==> config.mk <==
export PLATFORM = sky130hd
export DESIGN_NAME = boot_slot_selector
export DESIGN_NICKNAME = d
export VERILOG_FILES = /design/src/rtl/boot_slot_selector.sv
export SDC_FILE = /design/constraint.sdc
export NUM_CORES = 1
export LEC_CHECK = 0
export ABC_AREA = 0
export CAP_MARGIN = 5
export CORE_UTILIZATION = 40
export DETAILED_ROUTE_END_ITERATION = 7
export GPL_TIMING_DRIVEN = 0
export PLACE_DENSITY_LB_ADDON = 0.25
export SLEW_MARGIN = 10
export SYNTH_ARGS = -nofsm -noshare
export SYNTH_HDL_FRONTEND = slang
export SYNTH_SLANG_ARGS = --single-unit
==> constraint.sdc <==
create_clock -name clk -period 2.4 [get_ports clk]
set_clock_uncertainty 0.15 [all_clocks]
set_input_delay 0.6 -clock clk [delete_from_list [all_inputs] [get_ports clk]]
set_output_delay 0.6 -clock clk [all_outputs]
set_load 0.005 [all_outputs]
==> src/rtl/boot_slot_selector.sv <==
// Multiboot menu controller: select-then-confirm over SPI command bytes, then
// a single boot trigger with a stable flash address, locked until reset.
module boot_slot_selector #(
    parameter int unsigned NUM_SLOTS      = 2,
    parameter logic [31:0] SLOT_BASE      = 32'h0010_0000,
    parameter logic [31:0] SLOT_STRIDE    = 32'h0010_0000,
    parameter int unsigned TIMEOUT_CYCLES = 25_000_000,
    parameter int unsigned BLINK_CYCLES   = 3_125_000
) (
    input  logic        clk,
    input  logic        rst,
    input  logic [7:0]  rx_data,
    input  logic        rx_valid,
    output logic        trigger,
    output logic [31:0] boot_address,
    output logic [3:0]  slot,
    output logic        armed,
    output logic        err,
    output logic        led_verde,
    output logic        led_verm
);

    localparam int unsigned TW = $clog2(TIMEOUT_CYCLES);
    localparam int unsigned BW = (BLINK_CYCLES > 1) ? $clog2(BLINK_CYCLES) : 1;
    localparam logic [3:0]    MAX_K      = 4'(NUM_SLOTS);
    localparam logic [TW-1:0] TIMER_LAST = TW'(TIMEOUT_CYCLES - 1);
    localparam logic [BW-1:0] BLINK_LAST = BW'(BLINK_CYCLES - 1);
    localparam logic [7:0]    CMD_CONFIRM = 8'h5A;
    localparam logic [7:0]    CMD_ABORT   = 8'hC3;

    typedef enum logic [1:0] {
        S_IDLE,
        S_ARMED,
        S_FIRE,
        S_LOCKED
    } state_t;

    state_t        state_q, state_d;
    logic [TW-1:0] timer_q, timer_d;
    logic [BW-1:0] blink_q, blink_d;
    logic [31:0]   addr_q, addr_d;
    logic [3:0]    slot_q, slot_d;
    logic          err_q, err_d;
    logic          verde_q, verde_d;
    logic          trigger_q, trigger_d;
    logic          armed_q, armed_d;
    logic          verm_q, verm_d;

    // Command decode
    logic [3:0]  sel_k;
    logic        is_sel, is_confirm, is_abort;
    logic [31:0] sel_addr;

    assign sel_k      = rx_data[3:0];
    assign is_sel     = (rx_data[7:4] == 4'hA) && (sel_k != 4'd0) && (sel_k <= MAX_K);
    assign is_confirm = (rx_data == CMD_CONFIRM);
    assign is_abort   = (rx_data == CMD_ABORT);
    assign sel_addr   = SLOT_BASE + SLOT_STRIDE * 32'(sel_k - 4'd1);

    always_comb begin
        state_d = state_q;
        timer_d = timer_q;
        blink_d = blink_q;
        addr_d  = addr_q;
        slot_d  = slot_q;
        err_d   = err_q;
        verde_d = verde_q;

        case (state_q)
            S_IDLE: begin
                timer_d = '0;
                blink_d = '0;
                verde_d = 1'b1;
                if (rx_valid) begin
                    if (is_sel) begin
                        state_d = S_ARMED;
                        slot_d  = sel_k;
                        addr_d  = sel_addr;
                        err_d   = 1'b0;
                    end else if (!is_abort) begin
                        err_d = 1'b1;
                    end
                end
            end
            S_ARMED: begin
                timer_d = timer_q + TW'(1);
                if (blink_q == BLINK_LAST) begin
                    blink_d = '0;
                    verde_d = ~verde_q;
                end else begin
                    blink_d = blink_q + BW'(1);
                end
                // A byte on the expiry cycle takes priority over the timeout
                if (rx_valid) begin
                    if (is_sel) begin
                        slot_d  = sel_k;
                        addr_d  = sel_addr;
                        timer_d = '0;
                        blink_d = '0;
                        verde_d = 1'b1;
                        err_d   = 1'b0;
                    end else if (is_confirm) begin
                        state_d = S_FIRE;
                    end else if (is_abort) begin
                        state_d = S_IDLE;
                        slot_d  = 4'd0;
                    end else begin
                        state_d = S_IDLE;
                        slot_d  = 4'd0;
                        err_d   = 1'b1;
                    end
                end else if (timer_q == TIMER_LAST) begin
                    state_d = S_IDLE;
                    slot_d  = 4'd0;
                    err_d   = 1'b1;
                end
            end
            S_FIRE:   state_d = S_LOCKED;
            S_LOCKED: state_d = S_LOCKED;
            default:  state_d = S_IDLE;
        endcase

        if (state_d != S_ARMED) begin
            verde_d = (state_d == S_IDLE);
        end
    end

    assign trigger_d = (state_d == S_FIRE);
    assign armed_d   = (state_d == S_ARMED);
    assign verm_d    = err_d | (state_d == S_LOCKED);

    always_ff @(posedge clk) begin
        if (rst) begin
            state_q   <= S_IDLE;
            timer_q   <= '0;
            blink_q   <= '0;
            addr_q    <= SLOT_BASE;
            slot_q    <= 4'd0;
            err_q     <= 1'b0;
            verde_q   <= 1'b1;
            trigger_q <= 1'b0;
            armed_q   <= 1'b0;
            verm_q    <= 1'b0;
        end else begin
            state_q   <= state_d;
            timer_q   <= timer_d;
            blink_q   <= blink_d;
            addr_q    <= addr_d;
            slot_q    <= slot_d;
            err_q     <= err_d;
            verde_q   <= verde_d;
            trigger_q <= trigger_d;
            armed_q   <= armed_d;
            verm_q    <= verm_d;
        end
    end

    assign trigger      = trigger_q;
    assign boot_address = addr_q;
    assign slot         = slot_q;
    assign armed        = armed_q;
    assign err          = err_q;
    assign led_verde    = verde_q;
    assign led_verm     = verm_q;

endmodule

======== Yosys cells after proc, flatten, opt, wreduce, memory -nomap -nowiden ========
Index checks and enable logic that the tools add are counted.
storage, ports and cells
  register bits after elaboration ......... 90
  bits of input ports ..................... 11
  logic and storage cells ................. 78
cells by class
  $add $sub $neg .......................... 4
  order comparisons ....................... 1
  equal/unequal tests ..................... 16
  multiplexer cells ....................... 34
  bitwise gates (word level) .............. 2
  reductions and logical operators ........ 11
operator list
  operator                                                         count
  2-to-1 mux 22 bit                                                3
  2-to-1 mux 25 bit                                                2
  case mux 25 bit (2 select lines)                                 1
  case mux 22 bit (2 select lines)                                 1
  adder 22 x 25 -> 26 bit (first input constant)                   1
  adder 25 x 1 -> 25 bit (second input constant)                   1
  equality test 25 bit (second input constant)                     1
  2-to-1 mux 4 bit                                                 6
  adder 22 x 1 -> 22 bit (second input constant)                   1
  equality test 22 bit (second input constant)                     1
  2-to-1 mux 2 bit                                                 6
  2-to-1 mux 1 bit                                                 11
  equality test 2 bit (second input constant)                      4
  equality test 8 x 7 -> 1 bit (second input constant)             1
  equality test 8 bit (second input constant)                      1
  case mux 4 bit (2 select lines)                                  1
  case mux 2 bit (3 select lines)                                  1
  AND reduction 5 bit                                              1
  subtractor 4 x 1 -> 5 bit (second input constant)                1
  equality test 2 x 1 -> 1 bit (second input constant)             2
  equality test 4 bit (second input constant)                      1
  less-or-equal comparator 4 x 2 -> 1 bit (second input constant)  1
  zero test 2 bit                                                  2
  inequality test 2 bit (second input constant)                    2
  12 further kinds                                                 15

======== Longest topological paths before layout ========
  depth in word-level cells ............... 8
  depth in mapped cells ................... 9
  gate-level depth less buffers ........... 8

======== Worst setup path after synthesis ========
Ideal clock, no wire load.
  kind .................................... input to register
  start ................................... in rx_data[0]
  end ..................................... reg blink_q[14]
  arrival ................................. 2263 ps
  required time ........................... 2188 ps
  slack ................................... -75 ps
  stages on the path ...................... 9
  cell sequence ........................... inv_1 -> ha_1 -> and2b_1 -> nor4_2 -> a211o_2 -> or2_0 -> buf_2 -> or3_1 -> nand3_1
between the ends
  word-level cells in the longest chain between the ends .. 6
ends and longest elaborated chain
  element                                                                                          RTL line  text
  from (decl)                                                                                      12        input logic [7:0] rx_data,
  parallel branches: the longest is 2 deep, another holds less-or-equal comparator 4 x 2 -> 1 bit  --
  logical AND 1 bit (*)                                                                            55        assign is_sel = (rx_data[7:4] == 4'hA) && (sel_k != 4'd0) && (sel_k <= MAX_K);
  2-to-1 mux 22 bit (*)                                                                            95        if (is_sel) begin
  2-to-1 mux 22 bit (*)                                                                            94        if (rx_valid) begin
  case mux 22 bit (2 select lines) (*)                                                             69        case (state_q)
  to (signal assigned)                                                                             147       blink_q <= blink_d;
  to (decl)                                                                                        40        logic [BW-1:0] blink_q, blink_d;
Every way passes the cells marked *.
A chain may end at the register's enable or synchronous reset.

======== Worst setup path after layout ========
  start ................................... in rx_data[0]
  end ..................................... reg blink_q[10]
Same word-level chain as after synthesis.

==> results.sh <==
export IMPL_ir_worst_vdd_mv=0.473
export IMPL_wirelength_mm=8.75
export IMPL_drv_cap=0
export IMPL_drive_gt1_share_pct=17.3
export IMPL_cp_start_kind="input pin"
export IMPL_synthArstFlopShare_pct=0
export IMPL_drc=0
export IMPL_hold_end="timer_q[22]"
export IMPL_syn_area_um2=3500
export IMPL_grt_usage_pct=20.5
export IMPL_synth_distinct_cells=60
export IMPL_dr_total_vias=3432
export IMPL_drt_pre_antenna_iters=5
export IMPL_final_max_slew_violation_count=0
export IMPL_synth_cells=439
export IMPL_reg2reg_slack_ns=0.10
export IMPL_path_class="in2reg"
export IMPL_cts_tree="built"
export IMPL_die_y_um=95.5
export IMPL_final_util_pct=52.6
export IMPL_via_per_inst=5.49
export IMPL_antenna_found_initial=0
export IMPL_slowest_stage="a211o_4"
export IMPL_grt_pass1_vias=3046
export IMPL_wl_per_cell_um=14.0
export IMPL_synth_seq_cells=64
export IMPL_worst_pin_slew_ns=0.586
export IMPL_hold_viol=0
export IMPL_cts_buffers=9
export IMPL_hold_buffers=0
export IMPL_hp_class="reg2reg"
export IMPL_final_antenna_net_count=0
export IMPL_rsz0062_at_grt="false"
export IMPL_cp_required_ns=2.53
export IMPL_max_stage_delay_ns=0.37
export IMPL_synthFlopType="dfxtp_1"
export IMPL_areaGrowthSynthToFinish_pct=25.4
export IMPL_io_pins=52
export IMPL_arrival_ns=2.46
export IMPL_ys_warnings_count=0
export IMPL_worstReg2RegStart="state_q[1]"
export IMPL_h_tree_depth=3
export IMPL_end_kind="flip-flop"
export IMPL_hold_start="timer_q[22]"
export IMPL_dieArea_um2=9120
export IMPL_synth_edff_count=0
export IMPL_grt_max_degree=12
export IMPL_cts_num_sinks=64
export IMPL_core_rowCount=33
export IMPL_worstSkewPairLatency_ns=0.34
export IMPL_status="complete, no violations"
export IMPL_cp_common_cell="buf_4"
export IMPL_dp_final_hpwl_mm=6.00
export IMPL_dieWidth_um=95.5
export IMPL_dr_first_iter_drc_count=141
export IMPL_grt_pass1_wl_mm=14.5
export IMPL_p_total_mw=2.23
export IMPL_setup_viol=0
export IMPL_mostFrequentLayoutCells="dfxtp_1 (64), nor2_1 (43), buf_4 (41)"
export IMPL_p_leak_nw=1.62
export IMPL_syn_avg_cell_area_um2=7.97
export IMPL_gp_congestion=0.834
export IMPL_timing_final_crit_share_pct=96.9
export IMPL_path_delay_family="simple AND/OR/NAND/NOR gates"
export IMPL_cts_max_path_buffers=2
export IMPL_worst_slack_ns=0.0733
export IMPL_r2r_end="blink_q[10]"
export IMPL_antenna_cells=0
export IMPL_slew_headroom_pct=60.9
export IMPL_nNetsFinal=531
export IMPL_fmax_mhz=430
export IMPL_port_buffers=31
export IMPL_gr_total_overflow=0
export IMPL_core_um2=8340
export IMPL_mostFrequentLayoutCell="dfxtp_1"
export IMPL_pre_cts_ws_ns=-0.864
export IMPL_clk_pin_slew_worst_paths_ns=0.07
export IMPL_crit_chain="buf_4, inv_2, ha_2, and2b_2, nor4_4, a211o_4, or2_4, buf_4, or3_1, nand3_1"
export IMPL_path_buf_inv=3
export IMPL_powerDensity_nw_per_um2=509
export IMPL_min_delay_path_depth=1
export IMPL_ys_seq_area_share_pct=36.6
export IMPL_cts_root_buf="clkbuf_8"
export IMPL_worstRegToRegCells=8
export IMPL_layout_min_cycle_time_ns=2.33
export IMPL_initial_core_util_pct=41.9
export IMPL_crit_fanout=6
[cells by family (layout without fill, tap and decap cells)]
logic type / after synthesis / after routing / share of synthesized area [%]
and+or+nand+nor: 194 / 194 / 30.5
xor gates and xnor gates: 4 / 4 / 1.00
muxes: 4 / 4 / 1.14
adders and majority gates: 5 / 5 / 1.79
DFF: 64 / 64 / 36.6
other: 1 / 20 / 0.107
AOI/OAI and AO/OA: 108 / 108 / 19.3
buffers and inverters: 59 / 121 / 9.55
[worst reg2reg max path, cell delays in order, from the launching register on]
cell	delay (ns)
dfxtp_1	0.30
buf_2	0.20
inv_1	0.23
nand2_1	0.16
a211o_4	0.37
or2_4	0.27
buf_4	0.16
or3_1	0.34
nand3_1	0.07
[per-layer routing]
metal | GRT usage, % | share of wire, % | vias up
li1 | - | - | 1719
met1 | 26.2 | 45 | 1605
met2 | 34.0 | 48 | 94
met3 | 3.99 | 5.6 | 14
met4 | 7.71 | 1.7 | 0
met5 | 0 | 0 | -
[where the power goes]
group          total [mW]  internal [mW]  switching, mW
sequential           1.07           1.07        0.00510
combinational       0.115         0.0591         0.0561
clock                1.05          0.614          0.432
[area by class of cell]
cell class                 count  area [µm²]
tap                          105         131
buffer                        47         313
multi-input combinational    335        2000
inverter                      12        45.0
timing repair buffer          46         397
fill                         788        3950
clock inverter                 5        78.8
sequential                    64        1280
clock buffer                  11         141
[sequential cells by signal (all words and copies together) (netlist names)]
name	flops
led_verde	1
boot_address	6
armed	1
timer_q	25
err	1
blink_q	22
trigger	1
slot	4
state_q	2
led_verm	1
[timing repair]
item,4_1_cts,5_1_grt
endpoints found under the setup margin,62,42
resized for setup,41,7
pin swaps,7,6
buffers inserted,10,3
cloned,3,0
[worst max-delay path by stage]
stage                            end  depth (start not counted)  slack, ns         from
floorplan                blink_q[14]                          9    -0.0001   rx_data[0]
global placement          blink_q[7]                         10      -0.84   rx_data[0]
detailed placement       blink_q[14]                         10      -0.86   rx_data[0]
CTS                 boot_address[23]                         10      0.009   rx_data[0]
global route                   armed                          6      0.008  timer_q[16]
finish                   blink_q[10]                         10       0.07   rx_data[0]
[synthesized netlist by cell type (all sizes together), types with 2 or more instances]
| master | n | share of area, % |
|---|---|---|
| o21ai | 24 | 3.4 |
| o31ai | 5 | 1.1 |
| nor2 | 43 | 4.6 |
| nand3b | 3 | 0.64 |
| nor4 | 6 | 1.7 |
| nand2 | 34 | 3.6 |
| xnor2 | 2 | 0.50 |
| xor2 | 2 | 0.50 |
| and2 | 4 | 0.72 |
| nand4 | 16 | 2.9 |
| nand4b | 2 | 0.50 |
| or4 | 2 | 0.54 |
| or3 | 12 | 2.1 |
| a311oi | 8 | 2.0 |
| a31oi | 15 | 2.7 |
| ha | 5 | 1.8 |
| dfxtp | 64 | 37 |
| nand3 | 27 | 3.9 |
| nor3b | 5 | 1.1 |
| a211oi | 3 | 0.79 |
| inv | 12 | 1.3 |
| a21o | 5 | 1.1 |
| buf | 34 | 6.9 |
| or4b | 2 | 0.68 |
| nand2b | 5 | 0.89 |
| a22oi | 2 | 0.43 |
| and3 | 8 | 1.4 |
| nor2b | 3 | 0.54 |
| mux2i | 4 | 1.1 |
| clkbuf | 13 | 1.4 |
| a21oi | 35 | 5.0 |
| a41oi | 2 | 0.50 |
| and4 | 4 | 1.0 |
| nor3 | 11 | 1.9 |
[per-stage QoR]
stage          instances   TNS [ns]  area [µm²]  hold slack, ns
2_1_floorplan        458  -0.000135        3580           0.276
3_3_place_gp         594     -43.00        4020           0.299
3_5_place_dp         594     -44.33        4020           0.307
4_1_cts              622          0        4360           0.322
5_1_grt              625          0        4390           0.340
6_report             625          0        4390           0.320
No activity file was read; power rests on OpenSTA's default activity.
